<file path="config.mk">
export PLATFORM = sky130hd
export DESIGN_NAME = gnrc_pipe
export DESIGN_NICKNAME = d
export VERILOG_FILES = /design/src/rtl/gnrc_pkg.sv /design/src/rtl/gnrc_pipe_stage.sv /design/src/rtl/gnrc_pipe.sv
export SDC_FILE = /design/constraint.sdc
export NUM_CORES = 1
export LEC_CHECK = 0
export CAP_MARGIN = 40
export CELL_PAD_IN_SITES_DETAIL_PLACEMENT = 0
export CELL_PAD_IN_SITES_GLOBAL_PLACEMENT = 1
export CORE_MARGIN = 2
export CORE_UTILIZATION = 43
export DETAILED_ROUTE_END_ITERATION = 16
export PLACE_DENSITY = 0.91
export REMOVE_ABC_BUFFERS = 1
export SLEW_MARGIN = 20
export SYNTH_ARGS = -nofsm -noshare
export SYNTH_HDL_FRONTEND = slang
export SYNTH_HIERARCHICAL = 1
export SYNTH_SLANG_ARGS = --single-unit
</file>
<file path="constraint.sdc">
create_clock -name clk_i -period 3.42 [get_ports clk_i]
set_clock_uncertainty 0.05 [all_clocks]
set_input_delay 0.342 -clock clk_i [delete_from_list [all_inputs] [get_ports clk_i]]
set_output_delay 0.342 -clock clk_i [all_outputs]
set_load 0.1 [all_outputs]
</file>
<file path="src/rtl/gnrc_pkg.sv">
// Shared constants and helpers for the generic valid/ready pipe.
package gnrc_pkg;

    // Deepest pipe the generator supports.
    localparam int GNRC_PIPE_MAX_DEPTH = 16;

    // Width of the occupancy counter: it must represent 0..2*depth entries.
    // A zero-depth pipe still gets a one-bit port.
    function automatic int gnrc_count_width(input int depth);
        return (depth < 1) ? 1 : $clog2(2 * depth + 1);
    endfunction

endpackage

</file>
<file path="src/rtl/gnrc_pipe_stage.sv">
// One two-entry skid stage. New data always lands in the main entry; when the
// main entry is occupied and not draining, its old content slides into the
// overflow entry, which therefore always holds the older of the two.
// All outputs are functions of this stage's own flops only.
module gnrc_pipe_stage #(
    parameter type DTYPE = logic [31:0]
) (
    input  logic clk_i,
    input  logic rst_i,
    input  logic flush_i,
    input  logic valid_i,
    input  DTYPE data_i,
    output logic ready_o,
    output logic valid_o,
    output DTYPE data_o,
    input  logic ready_i
);

    logic main_full;
    logic ovf_full;
    DTYPE main_data;
    DTYPE ovf_data;
    logic take_in;
    logic take_out;

    // The overflow entry is only ever full when the main entry is, so
    // "not both full" reduces to "overflow empty".
    assign ready_o  = ~ovf_full;
    assign valid_o  = main_full | ovf_full;
    assign data_o   = ovf_full ? ovf_data : main_data;
    assign take_in  = valid_i & ready_o;
    assign take_out = valid_o & ready_i;

    // Occupancy flags: reset and flush empty the stage, otherwise track handshakes.
    always_ff @(posedge clk_i) begin
        // NOTE: sequential state uses non-blocking assignments so every flop
        // samples the pre-edge values, independent of statement order.
        if (rst_i || flush_i) begin
            main_full <= 1'b0;
            ovf_full  <= 1'b0;
        end else if (ovf_full) begin
            if (take_out) begin
                ovf_full <= 1'b0;
            end
        end else if (main_full) begin
            if (take_in && !take_out) begin
                ovf_full <= 1'b1;
            end else if (!take_in && take_out) begin
                main_full <= 1'b0;
            end
        end else if (take_in) begin
            main_full <= 1'b1;
        end
    end

    // Payload registers: load only on an accepted input, never during flush.
    always_ff @(posedge clk_i) begin
        // NOTE: the payload is cleared on reset so data_o reads zero afterwards;
        // a datapath that never exposes empty entries could skip this reset.
        if (rst_i) begin
            main_data <= '0;
            ovf_data  <= '0;
        end else if (!flush_i && take_in) begin
            main_data <= data_i;
            if (main_full && !take_out) begin
                ovf_data <= main_data;
            end
        end
    end

endmodule

</file>
<file path="src/rtl/gnrc_pipe.sv">
// Generic valid/ready pipe: DEPTH cascaded two-entry skid stages with flush,
// an occupancy counter, and optional transfer/stall statistics enabled by
// defining GNRC_PIPE_STATS_EN. DEPTH=0 degenerates to a wire.
module gnrc_pipe
    import gnrc_pkg::*;
#(
    parameter int  DW    = 32,
    parameter int  DEPTH = 2,
    parameter type DTYPE = logic [DW-1:0],
    localparam int CW    = gnrc_count_width(DEPTH)
) (
    input  logic          clk_i,
    input  logic          rst_i,
    input  logic          flush_i,
    input  logic          valid_i,
    input  DTYPE          data_i,
    output logic          ready_o,
    output logic          valid_o,
    output DTYPE          data_o,
    input  logic          ready_i,
    output logic [CW-1:0] count_o
`ifdef GNRC_PIPE_STATS_EN
    ,
    output logic [31:0]   xfer_cnt_o,
    output logic [31:0]   stall_cnt_o
`endif
);

    generate
        if (DEPTH == 0) begin : g_bypass
            assign ready_o = ready_i;
            assign valid_o = valid_i;
            assign data_o  = data_i;
            assign count_o = '0;
        end else begin : g_chain
            logic          stg_valid [DEPTH+1];
            logic          stg_ready [DEPTH+1];
            DTYPE          stg_data  [DEPTH+1];
            logic [CW-1:0] count_q;
            logic          in_xfer;
            logic          out_xfer;

            assign stg_valid[0]     = valid_i;
            assign stg_data[0]      = data_i;
            assign stg_ready[DEPTH] = ready_i;

            for (genvar i = 0; i < DEPTH; i++) begin : g_stage
                gnrc_pipe_stage #(.DTYPE(DTYPE)) u_stage (
                    .clk_i   (clk_i),
                    .rst_i   (rst_i),
                    .flush_i (flush_i),
                    .valid_i (stg_valid[i]),
                    .data_i  (stg_data[i]),
                    .ready_o (stg_ready[i]),
                    .valid_o (stg_valid[i+1]),
                    .data_o  (stg_data[i+1]),
                    .ready_i (stg_ready[i+1])
                );
            end

            // Reset acts as a hold-off on the upstream handshake; the data
            // path itself stays purely registered.
            assign ready_o  = stg_ready[0] & ~rst_i;
            assign valid_o  = stg_valid[DEPTH];
            assign data_o   = stg_data[DEPTH];
            assign in_xfer  = valid_i & ready_o;
            assign out_xfer = valid_o & ready_i;
            assign count_o  = count_q;

            // Occupancy: +1 per accepted input, -1 per delivered output.
            always_ff @(posedge clk_i) begin
                if (rst_i || flush_i) begin
                    count_q <= '0;
                end else if (in_xfer && !out_xfer) begin
                    count_q <= count_q + CW'(1);
                end else if (!in_xfer && out_xfer) begin
                    count_q <= count_q - CW'(1);
                end
            end
        end
    endgenerate

`ifdef GNRC_PIPE_STATS_EN
    logic [31:0] xfer_q;
    logic [31:0] stall_q;

    // Saturating statistics; only reset clears them, flush leaves them alone.
    always_ff @(posedge clk_i) begin
        if (rst_i) begin
            xfer_q  <= '0;
            stall_q <= '0;
        end else begin
            if (valid_o && ready_i && (xfer_q != '1)) begin
                xfer_q <= xfer_q + 32'd1;
            end
            if (valid_o && !ready_i && (stall_q != '1)) begin
                stall_q <= stall_q + 32'd1;
            end
        end
    end

    assign xfer_cnt_o  = xfer_q;
    assign stall_cnt_o = stall_q;
`endif

endmodule

</file>
-- Yosys cells after proc, flatten, opt, wreduce, memory -nomap -nowiden
Cells that the tools add are included.
Widths: inputs -> output; s select.
- $add $sub $neg: 2
- muxes and demuxes: 20
- bitwise operators: 10
- reductions and logical operators: 19
- operators by type and width (kind ; count):
    $mux 32 ; 2
    $mux 1 ; 16
    $logic_and 1x1->1 ; 10
    $mux 3 ; 2
    $and 1x1->1 ; 5
    $logic_not 1->1 ; 5
    $reduce_and 2->1 ; 2
    $add 3x1->3 const B ; 1
    $not 1->1 ; 3
    $sub 3x1->3 const B ; 1
    $or 1x1->1 ; 2
    $reduce_bool 2->1 ; 1
    $logic_or 1x1->1 ; 1
- flip-flop bits (word level): 135
- bits of input ports: 37
- output and inout bits: 37
- word-level logic and storage cells: 60

-- Logic depth before layout (Yosys ltp)
Gate-level depths: netlist of run 1.
- depth in word-level cells: 7
- mapped depth: 10
- depth with buffers taken out: 9

-- Modules after synthesis
Netlist of run 1, hierarchy kept.
- modules (own cells, without submodules) (module ; instances ; cells each ; area each (µm²) ; seq. area each (µm²)):
    gnrc_pipe_stage ; 2 ; 326 ; 3029.2 ; 1321.3
    gnrc_pipe ; 1 ; 17 ; 168.9 ; 60.1

-- Worst setup path before layout of run 1
OpenSTA, ideal clock, no wires.
- path kind: register to register
- from: register g_chain.g_stage[0].u_stage.ovf_full
- to: register g_chain.count_q[2], in the netlist count_o[2]
- library setup time: 0.086 ns
- arrival time: 3.441 ns
- required time: 3.284 ns
- path slack: -0.156 ns
- stages on the path, launching flop included: 11
- path buffers: 1
- period minus slack after synthesis: 3.576 ns
- cells stage by stage: dfxtp_1 > clkbuf_1 > inv_1 > nor2b_1 > and2_1 > ha_1 > inv_1 > fa_1 > xor2_1 > or3_1 > a211oi_1
- RTL lines (element ; RTL line ; text):
    from (decl) ; gnrc_pipe_stage.sv:20 ; logic ovf_full;
    from (signal assigned) ; gnrc_pipe_stage.sv:40 ; ovf_full <= 1'b0;
    from (signal assigned) ; gnrc_pipe_stage.sv:43 ; ovf_full <= 1'b0;
    from (signal assigned) ; gnrc_pipe_stage.sv:47 ; ovf_full <= 1'b1;
    to (signal assigned) ; gnrc_pipe.sv:75 ; count_q <= count_q + CW'(1);
    to (signal assigned) ; gnrc_pipe.sv:77 ; count_q <= count_q - CW'(1);
    to (decl) ; gnrc_pipe.sv:39 ; logic [CW-1:0] count_q;

==> results of run 1 <==
-- kinds of logic (layout without fill, tap and decap cells) --
kind of cell	after synthesis	after routing
DFF	135	135
xor gates and xnor gates	2	2
muxes	129	129
buffers and inverters	55	154
AOI/OAI and AO/OA	70	70
and+or+nand+nor	276	276
adders and majority gates	2	2
-- power by group through the flow --
| stage | Combinational, W | Clock [W] | Sequential (W) |
|---|---|---|---|
| after floorplan | 0.000113 | 0 | 0.00165 |
| after detailed placement | 0.000239 | 0 | 0.00165 |
| after CTS | 0.000240 | 0.00187 | 0.00161 |
| after global routing | 0.000261 | 0.00194 | 0.00161 |
| final | 0.000242 | 0.00183 | 0.00161 |
| after global placement | 0.000223 | 0 | 0.00164 |
-- state kept, by name (all words and copies together) (netlist names) --
register                           cells
g_chain.g_stage.u_stage/main_data     64
count_o                                3
g_chain.g_stage.u_stage/ovf_full       2
g_chain.g_stage.u_stage/main_full      2
g_chain.g_stage.u_stage/ovf_data      64
-- routing by layer --
metal,vias up,wire (um),GRT usage
met3,18,551,0.0425
met1,2280,6160,0.215
met5,-,0,0
met2,96,6720,0.303
met4,0,214,0.0793
li1,2374,-,-
-- synth_stat cells, types with 2 or more instances --
master	n
nor4_1	2
dfxtp_1	135
buf_4	2
a21oi_1	66
nand2b_1	130
xor2_1	2
mux2_2	64
or2_2	2
a22oi_1	2
nor3b_1	2
or3b_1	2
inv_1	3
nand2_1	129
nor3b_2	2
clkbuf_1	32
mux2i_1	65
nor3_1	4
buf_2	12
buf_12	6
-- per-stage QoR --
stage	setup WS [ns]	util	setup TNS (ns)	hold WS, ns
detailed placement	0.758	0.532	0	0.409
floorplan	-0.926	-	-45.00	0.361
global placement	0.723	0.499	0	0.404
CTS	0.566	0.575	0	0.395
global route	0.517	0.577	0	0.434
finish	0.615	0.577	0	0.414
-- final cells by class --
type	instances	area share
multi-input combinational	479	0.399
sequential	135	0.335
timing repair buffer	119	0.162
clock buffer	24	0.0634
tap	180	0.0279
clock inverter	8	0.0115
inverter	3	0.00139
-- path summary, 6_finish.rpt --
check | end | slack, ns | depth (start not counted)
worst min-delay path | g_chain.g_stage[1].u_stage/main_data[15] | 0.41 | 2
worst max register to register | count_o[2] | 0.75 | 9
worst max-delay path | data_o[22] | 0.62 | 4
worst min register to register | g_chain.g_stage[1].u_stage/ovf_data[16] | 0.42 | 2
==> impl_metrics.csv, run 1 <==
group,metric,value,unit
synthesis,yosys_warnings,6,
synthesis,synthTopCellsByArea,"dfxtp_1, nand2b_1, mux2_2",
clock_tree,h-tree-depth,4,
global_routing,grt_max_degree,118,
timing,rsz0062_at_grt,"false",
die,fp.dieArea,15500,um^2
power,p_sw_frac,0.214,
synthesis,synth_xor_area_frac,0.00281,
timing,finalCritPeriodShare,0.820,
layout,regArea,2710,um^2
timing,slew_headroom,0.563,
clock_tree,ctsHoldBuffers,0,
layout,layout_common_cells,"dfxtp_1, nand2b_1, nand2_1",
setup_path,cp.required,3.03,ns
die,initial_core_util,0.445,
layout,final_common_cell,"dfxtp_1",
die,rows,43,
min_path,min_from,"rst_i",
die,die_w,124,um
min_path,hold_path.class,"primary input to flip-flop",
layout,multi_input_area,3220,um^2
synthesis,synth_edf_count,0,
setup_path,critical-path-slowest-cell,"dfxtp_2",
run_status,outcome,"finished, final reports clean",
clock_tree,root_buffer,"clkbuf_16",
placed_design,place_congestion,0.754,
setup_path,path_buf_inv,3,
die,core_region_area,14000,um^2
synthesis,synth_top_family_by_area,"simple AND/OR/NAND/NOR gates",
synthesis,synthAdderAreaFrac,0.00522,
die,fp.dieH,124,um
synthesis,synth_compound_area_frac,0.0575,
power,pwr-share-seq,0.438,
clock_tree,cts_tree,"built",
setup_path,startpoint_type,"flip-flop",
timing,max_freq,0.357,GHz
setup_path,r2r-start,"g_chain.g_stage[1].u_stage/ovf_full",
setup_path,crit_chain,"buf_4, mux2_2, clkdlybuf4s50_1, buf_8",
drt,first_pass_iters,4,
power,power.clock.fraction,0.497,
synthesis,yosysTopAreaCell,"dfxtp_1",
synthesis,synth_area,6230,um^2
synthesis,synthCells,669,
layout,fillers,1226,
drt,wl_per_cell,14.4,um
drt,final_antenna_net_count,0,
timing,tightest_slew,0.655,ns
power,total_power,0.00368,W
placed_design,dp_hpwl,8670,um
power,vdd_drop_max,0.338,mV
timing,drv_slew,0,
timing,finalSetupViolations,0,
setup_path,arrival,2.41,ns
layout,drive_above_1_share,0.206,
synthesis,synth_ff_type,"dfxtp_1",
drt,viasPerCell,5.03,
clock_tree,clk_pin_slew,0.05,ns
setup_path,crit_start,"g_chain.g_stage[1].u_stage/ovf_full",
synthesis,ys_types,26,
clock_tree,cts.sinks,135,
setup_path,path_class,"flip-flop to output port",
global_routing,grt_pass1_vias,4781,
layout,fin_nets,794,
layout,n_antenna_cell,0,
setup_path,cp_slowest_stage_delay,0.57,ns
synthesis,avgSynthCellArea,9.31,um^2
synthesis,ys_seq_area_frac,0.434,
setup_path,critPathMaxFanout,22,
placed_design,placed_area,7450,um^2
clock_tree,clk_path_buf_depth,2,
layout,postLayoutCellArea,8080,um^2
timing,min_period,2.80,ns
synthesis,synth-seq-cells,135,
job,cap_violations,0,
power,powerDensity,456,nW/um^2
synthesis,async_flop_share,0,
clock_tree,cts_resized,0,
die,io_pins,74,
drt,vias,4768,
global_routing,grt_antenna_before_repair,0,
clock_tree,post_cts_buffers,0,
timing,hold_viol,0,
power,p_switching,0.000788,W
placed_design,dp_cells,915,
placed_design,numPortBuffers,73,
global_routing,grt_use_total,0.179,
power,power.combinational.fraction,0.066,
synthesis,synth-simple-area-share,0.228,
drt,drc,0,
clock_tree,insertion_delay,0.41,ns
clock_tree,numCtsBuffers,17,
drt,drtIter0Drc,236,
layout,final_cells,948,
global_routing,gr-total-overflow,0,
drt,drt-total-wl,13600,um
layout,areaGrowthSynthToFinish,29.7,%
synthesis,synth.area.mux_share,0.220,
setup_path,path_delay_family,"buffers and inverters",
synthesis,synth_top_cell_area_share,0.434,
power,internal_power,0.00290,W
power,p_leak,2.85,nW
setup_path,end_kind,"output port",
global_routing,grt_pass1_wl,22600,um
No activity file was read; power rests on OpenSTA's default activity.
==> run 2: changes to the inputs <==
Settings changed: CORE_UTILIZATION 43 to 39, PLACE_DENSITY 0.91 to 0.87.
Clock period 3.42 ns to 2.25 ns, I/O delays scaled along.
==> impl_metrics.csv, run 2 (synthesis gave the netlist of run 1 again) <==
group,metric,value,unit
run_status,outcome,"finished, final reports clean",
drt,viasPerCell,4.82,
min_path,hold_path.class,"primary input to flip-flop",
timing,hold_viol,0,
power,p_leak,2.68,nW
die,io_pins,74,
drt,topRoutingLayerUsed,"met4",
drt,met2_length,6410,um
setup_path,critPathMaxFanout,19,
timing,slew_headroom,0.568,
setup_path,crit_chain,"buf_6, buf_8, mux2_2, buf_4",
placed_design,dp_cells,922,
layout,multi_input_area,3240,um^2
setup_path,cp.required,1.98,ns
power,total_power,0.00535,W
layout,areaGrowthSynthToFinish,22.2,%
die,fp.dieArea,17000,um^2
timing,finalSetupViolations,0,
placed_design,place_ws,-0.0828,ns
layout,fillers,1490,
timing,whs,0.311,ns
setup_path,end_kind,"output port",
clock_tree,clk_pin_slew,0.05,ns
global_routing,grt_antenna_before_repair,0,
drt,final_antenna_net_count,0,
layout,fin_nets,764,
timing,finalWorstSetupSlack,0.110,ns
global_routing,grt_pass1_wl,22300,um
placed_design,dp_hpwl,8330,um
setup_path,arrival,1.87,ns
clock_tree,h-tree-depth,4,
placed_design,place_congestion,0.696,
drt,drtIter0Drc,286,
drt,drc,0,
clock_tree,cts_tree,"built",
setup_path,critical-path-slowest-cell,"mux2_2",
timing,rsz0062_at_grt,"false",
setup_path,r2r-start,"g_chain.g_stage[1].u_stage/main_full",
job,cap_violations,0,
setup_path,cp_slowest_stage_delay,0.39,ns
die,fp.dieH,130,um
timing,min_period,2.14,ns
timing,tightest_slew,0.648,ns
setup_path,path_delay_family,"buffers and inverters",
global_routing,grt_pass1_vias,4639,
global_routing,gr-total-overflow,0,
power,vdd_drop_max,0.504,mV
drt,first_pass_iters,4,
clock_tree,root_buffer,"clkbuf_16",
layout,regArea,2710,um^2
clock_tree,insertion_delay,0.41,ns
clock_tree,post_cts_buffers,0,
clock_tree,cts.sinks,135,
timing,finalCritPeriodShare,0.951,
timing,drv_slew,0,
clock_tree,ctsHoldBuffers,0,
layout,n_antenna_cell,0,
timing,max_freq,0.467,GHz
drt,vias,4588,
global_routing,grt_use_total,0.168,
drt,wl_met3,635,um
die,initial_core_util,0.395,
layout,final_common_cell,"dfxtp_1",
die,die_w,130,um
drt,drt-total-wl,13700,um
min_path,min_from,"data_i[15]",
setup_path,path_class,"flip-flop to output port",
layout,drive_above_1_share,0.211,
setup_path,path_buf_inv,3,
setup_path,crit_start,"g_chain.g_stage[1].u_stage/ovf_full",
drt,wl_per_cell,14.4,um
power,powerDensity,703,nW/um^2
layout,layout_common_cells,"dfxtp_1, nand2b_1, nand2_1",
setup_path,startpoint_type,"flip-flop",
clock_tree,clk_path_buf_depth,2,
die,core_region_area,15800,um^2
placed_design,numPortBuffers,73,
global_routing,grt_max_degree,200,
clock_tree,numCtsBuffers,17,
drt,met1_length,6510,um
layout,final_cells,952,
die,rows,46,
-- run 2: timing repair --
item	CTS	global route
pin swaps	0	1
setup endpoints to repair	16	2
resized for setup	3	4
-- run 2: per-layer routing --
layer	global-route usage	vias up
li1	-	2318
met1	0.216	2166
met2	0.272	90
met3	0.0537	14
met4	0.0526	0
met5	0	-
-- run 2: worst paths after layout --
check,to,slack [ns],depth (start not counted)
worst max-delay path,data_o[19],0.11,4
worst min-delay path,g_chain.g_stage[0].u_stage/main_data[15],0.31,3
worst max register to register,count_o[2],0.14,8
worst min register to register,g_chain.g_stage[1].u_stage/ovf_data[22],0.42,2
-- run 2: through the flow --
step           utilization  instance area (um^2)  setup TNS, ns
2_1_floorplan            -                  5910        -183.04
3_3_place_gp         0.447                  7050              0
3_5_place_dp         0.447                  7050        -0.0875
4_1_cts              0.482                  7590              0
5_1_grt              0.483                  7610              0
6_report             0.483                  7610              0
-- run 2: final cells by class --
type | instances | share of cell area
inverter | 3 | 0.00148
clock inverter | 4 | 0.00592
clock buffer | 26 | 0.0643
tap | 216 | 0.0355
timing repair buffer | 89 | 0.112
multi-input combinational | 479 | 0.425
sequential | 135 | 0.355
-- run 2: where the power goes --
group | total, W | internal, W | switching, W | leakage (nW)
registers | 0.00245 | 0.00243 | 0.0000252 | 1.09
logic | 0.000365 | 0.000172 | 0.000193 | 1.33
clock network | 0.00253 | 0.00159 | 0.000943 | 0.264
-- run 2: worst reg2reg max path: cells and delay by family, from the launching register on --
kind            cells  cell delay (ns)
simple gates        3             0.74
fa+ha+maj           2             0.48
flops               1             0.34
compound gates      1             0.20
xor+xnor            1             0.15
buf+inv             1             0.06
==> run 3: changes to the inputs <==
Settings changed: SETUP_SLACK_MARGIN set to 0.2.
==> impl_metrics.csv, run 3 (synthesis gave the netlist of run 1 again) <==
group,metric,value,unit
setup_path,arrival,2.35,ns
layout,areaGrowthSynthToFinish,25.2,%
timing,finalCritPeriodShare,0.923,
setup_path,critical-path-slowest-cell,"dfxtp_4",
layout,fin_nets,770,
timing,rsz0062_at_grt,"true",
timing,finalSetupTns,0,ns
job,cap_violations,0,
clock_tree,h-tree-depth,4,
setup_path,cpMostUsedCell,"inv_2",
global_routing,grt_pass1_vias,4648,
timing,drv_slew,0,
setup_path,cp_slowest_stage_delay,0.34,ns
drt,drtIter0Drc,313,
clock_tree,root_buffer,"clkbuf_16",
timing,whs,0.310,ns
die,io_pins,74,
timing,slew_headroom,0.539,
die,initial_core_util,0.395,
global_routing,grt_use_total,0.170,
setup_path,reg2reg_slack,0.17,ns
power,total_power,0.00536,W
global_routing,grt_pass1_wl,22400,um
drt,final_antenna_net_count,0,
timing,finalSetupViolations,0,
setup_path,startpoint_type,"flip-flop",
timing,max_freq,0.482,GHz
timing,tightest_slew,0.691,ns
clock_tree,clk_pin_slew,0.06,ns
run_status,outcome,"finished, final reports clean",
placed_design,dp_hpwl,8330,um
setup_path,path_delay_family,"simple AND/OR/NAND/NOR gates",
layout,n_antenna_cell,0,
min_path,hold_path.class,"primary input to flip-flop",
drt,drc,0,
drt,drt-total-wl,14100,um
drt,met2_length,6780,um
timing,min_period,2.08,ns
layout,multi_input_area,3260,um^2
setup_path,end_kind,"flip-flop",
global_routing,gr-total-overflow,0,
power,p_leak,2.75,nW
setup_path,path_buf_inv,2,
die,die_w,130,um
drt,met1_length,6490,um
drt,vias,4631,
power,vdd_drop_max,0.508,mV
clock_tree,cts_tree,"built",
die,rows,46,
clock_tree,cts.sinks,135,
clock_tree,clk_path_buf_depth,2,
clock_tree,numCtsBuffers,17,
setup_path,rr_endpoint,"count_o[2]",
layout,layout_common_cells,"dfxtp_1, nand2b_1, nand2_1",
min_path,holdPathEnd,"g_chain.g_stage[0].u_stage/main_data[15]",
setup_path,crit_chain,"inv_2, nor2b_4, and2_4, ha_4, inv_2, fa_2, xor2_1, or3_1, a211oi_2",
layout,drive_above_1_share,0.225,
setup_path,cp.required,2.53,ns
drt,topRoutingLayerUsed,"met4",
setup_path,path_class,"flip-flop to flip-flop",
setup_path,r2r-start,"g_chain.g_stage[0].u_stage/ovf_full",
die,fp.dieArea,17000,um^2
global_routing,grt_antenna_before_repair,0,
min_path,min_from,"data_i[15]",
die,core_region_area,15800,um^2
placed_design,dp_cells,922,
layout,fillers,1467,
setup_path,ff2ff_path_depth,9,
clock_tree,ctsHoldBuffers,0,
setup_path,critPathMaxFanout,2,
drt,wl_per_cell,14.7,um
drt,first_pass_iters,5,
global_routing,grt_max_degree,200,
die,fp.dieH,130,um
drt,viasPerCell,4.83,
layout,regArea,2710,um^2
placed_design,numPortBuffers,73,
clock_tree,insertion_delay,0.41,ns
timing,hold_viol,0,
placed_design,place_congestion,0.696,
min_path,holdPathStages,3,
drt,wl_met3,625,um
layout,final_common_cell,"dfxtp_1",
layout,final_cells,958,
power,powerDensity,688,nW/um^2
run 3: cell types whose count changed in the layout (fill, tap and decap cells not counted), sizes merged:
cell and change:
buf +5, clkbuf +1
run 3: worst max path at each step:
stage	startpoint	endpoint	depth (start not counted)
after floorplan	g_chain.g_stage[0].u_stage/ovf_full	g_chain.g_stage[1].u_stage/ovf_data[0]	4
after global placement	valid_i	count_o[2]	8
after detailed placement	valid_i	count_o[2]	8
after CTS	g_chain.g_stage[0].u_stage/ovf_full	count_o[2]	9
after global routing	g_chain.g_stage[0].u_stage/ovf_full	count_o[2]	9
final	g_chain.g_stage[0].u_stage/ovf_full	count_o[2]	9
run 3: worst register-to-register path, stage by stage, from the launching register on:
cell	delay (ns)
dfxtp_4	0.34
inv_2	0.06
nor2b_4	0.16
and2_4	0.17
ha_4	0.13
inv_2	0.04
fa_2	0.33
xor2_1	0.15
or3_1	0.32
a211oi_2	0.23
run 3: final cells by class:
class | instances | area share
sequential | 135 | 0.347
clock inverter | 4 | 0.00578
clock buffer | 26 | 0.0628
multi-input combinational | 479 | 0.418
inverter | 3 | 0.00144
timing repair buffer | 95 | 0.130
tap | 216 | 0.0347
run 3: per-stage QoR:
stage | util | instance area (um^2) | setup WS (ns)
after floorplan | - | 5910 | -2.10
after global placement | 0.447 | 7050 | 0.0563
after detailed placement | 0.447 | 7050 | -0.0828
after CTS | 0.486 | 7670 | 0.192
after global routing | 0.494 | 7800 | 0.0991
final | 0.494 | 7800 | 0.174
run 3: layer usage:
layer  vias to the layer above  track usage
met5                         -            0
met4                         0       0.0526
met3                        14       0.0537
met2                        91        0.275
met1                      2194        0.217
li1                       2332            -
run 3: power by group:
group / switching, W / internal [W]
Combinational: 0.000196 / 0.000178
Sequential: 0.0000254 / 0.00242
Clock: 0.000949 / 0.00159
Total: 0.00117 / 0.00419
run 3: timing repair:
item                       in CTS  in global routing
gates cloned                    0                  1
setup buffers                   2                  3
resized for setup              20                 14
pin swaps                       4                  4
setup endpoints to repair      48                 21
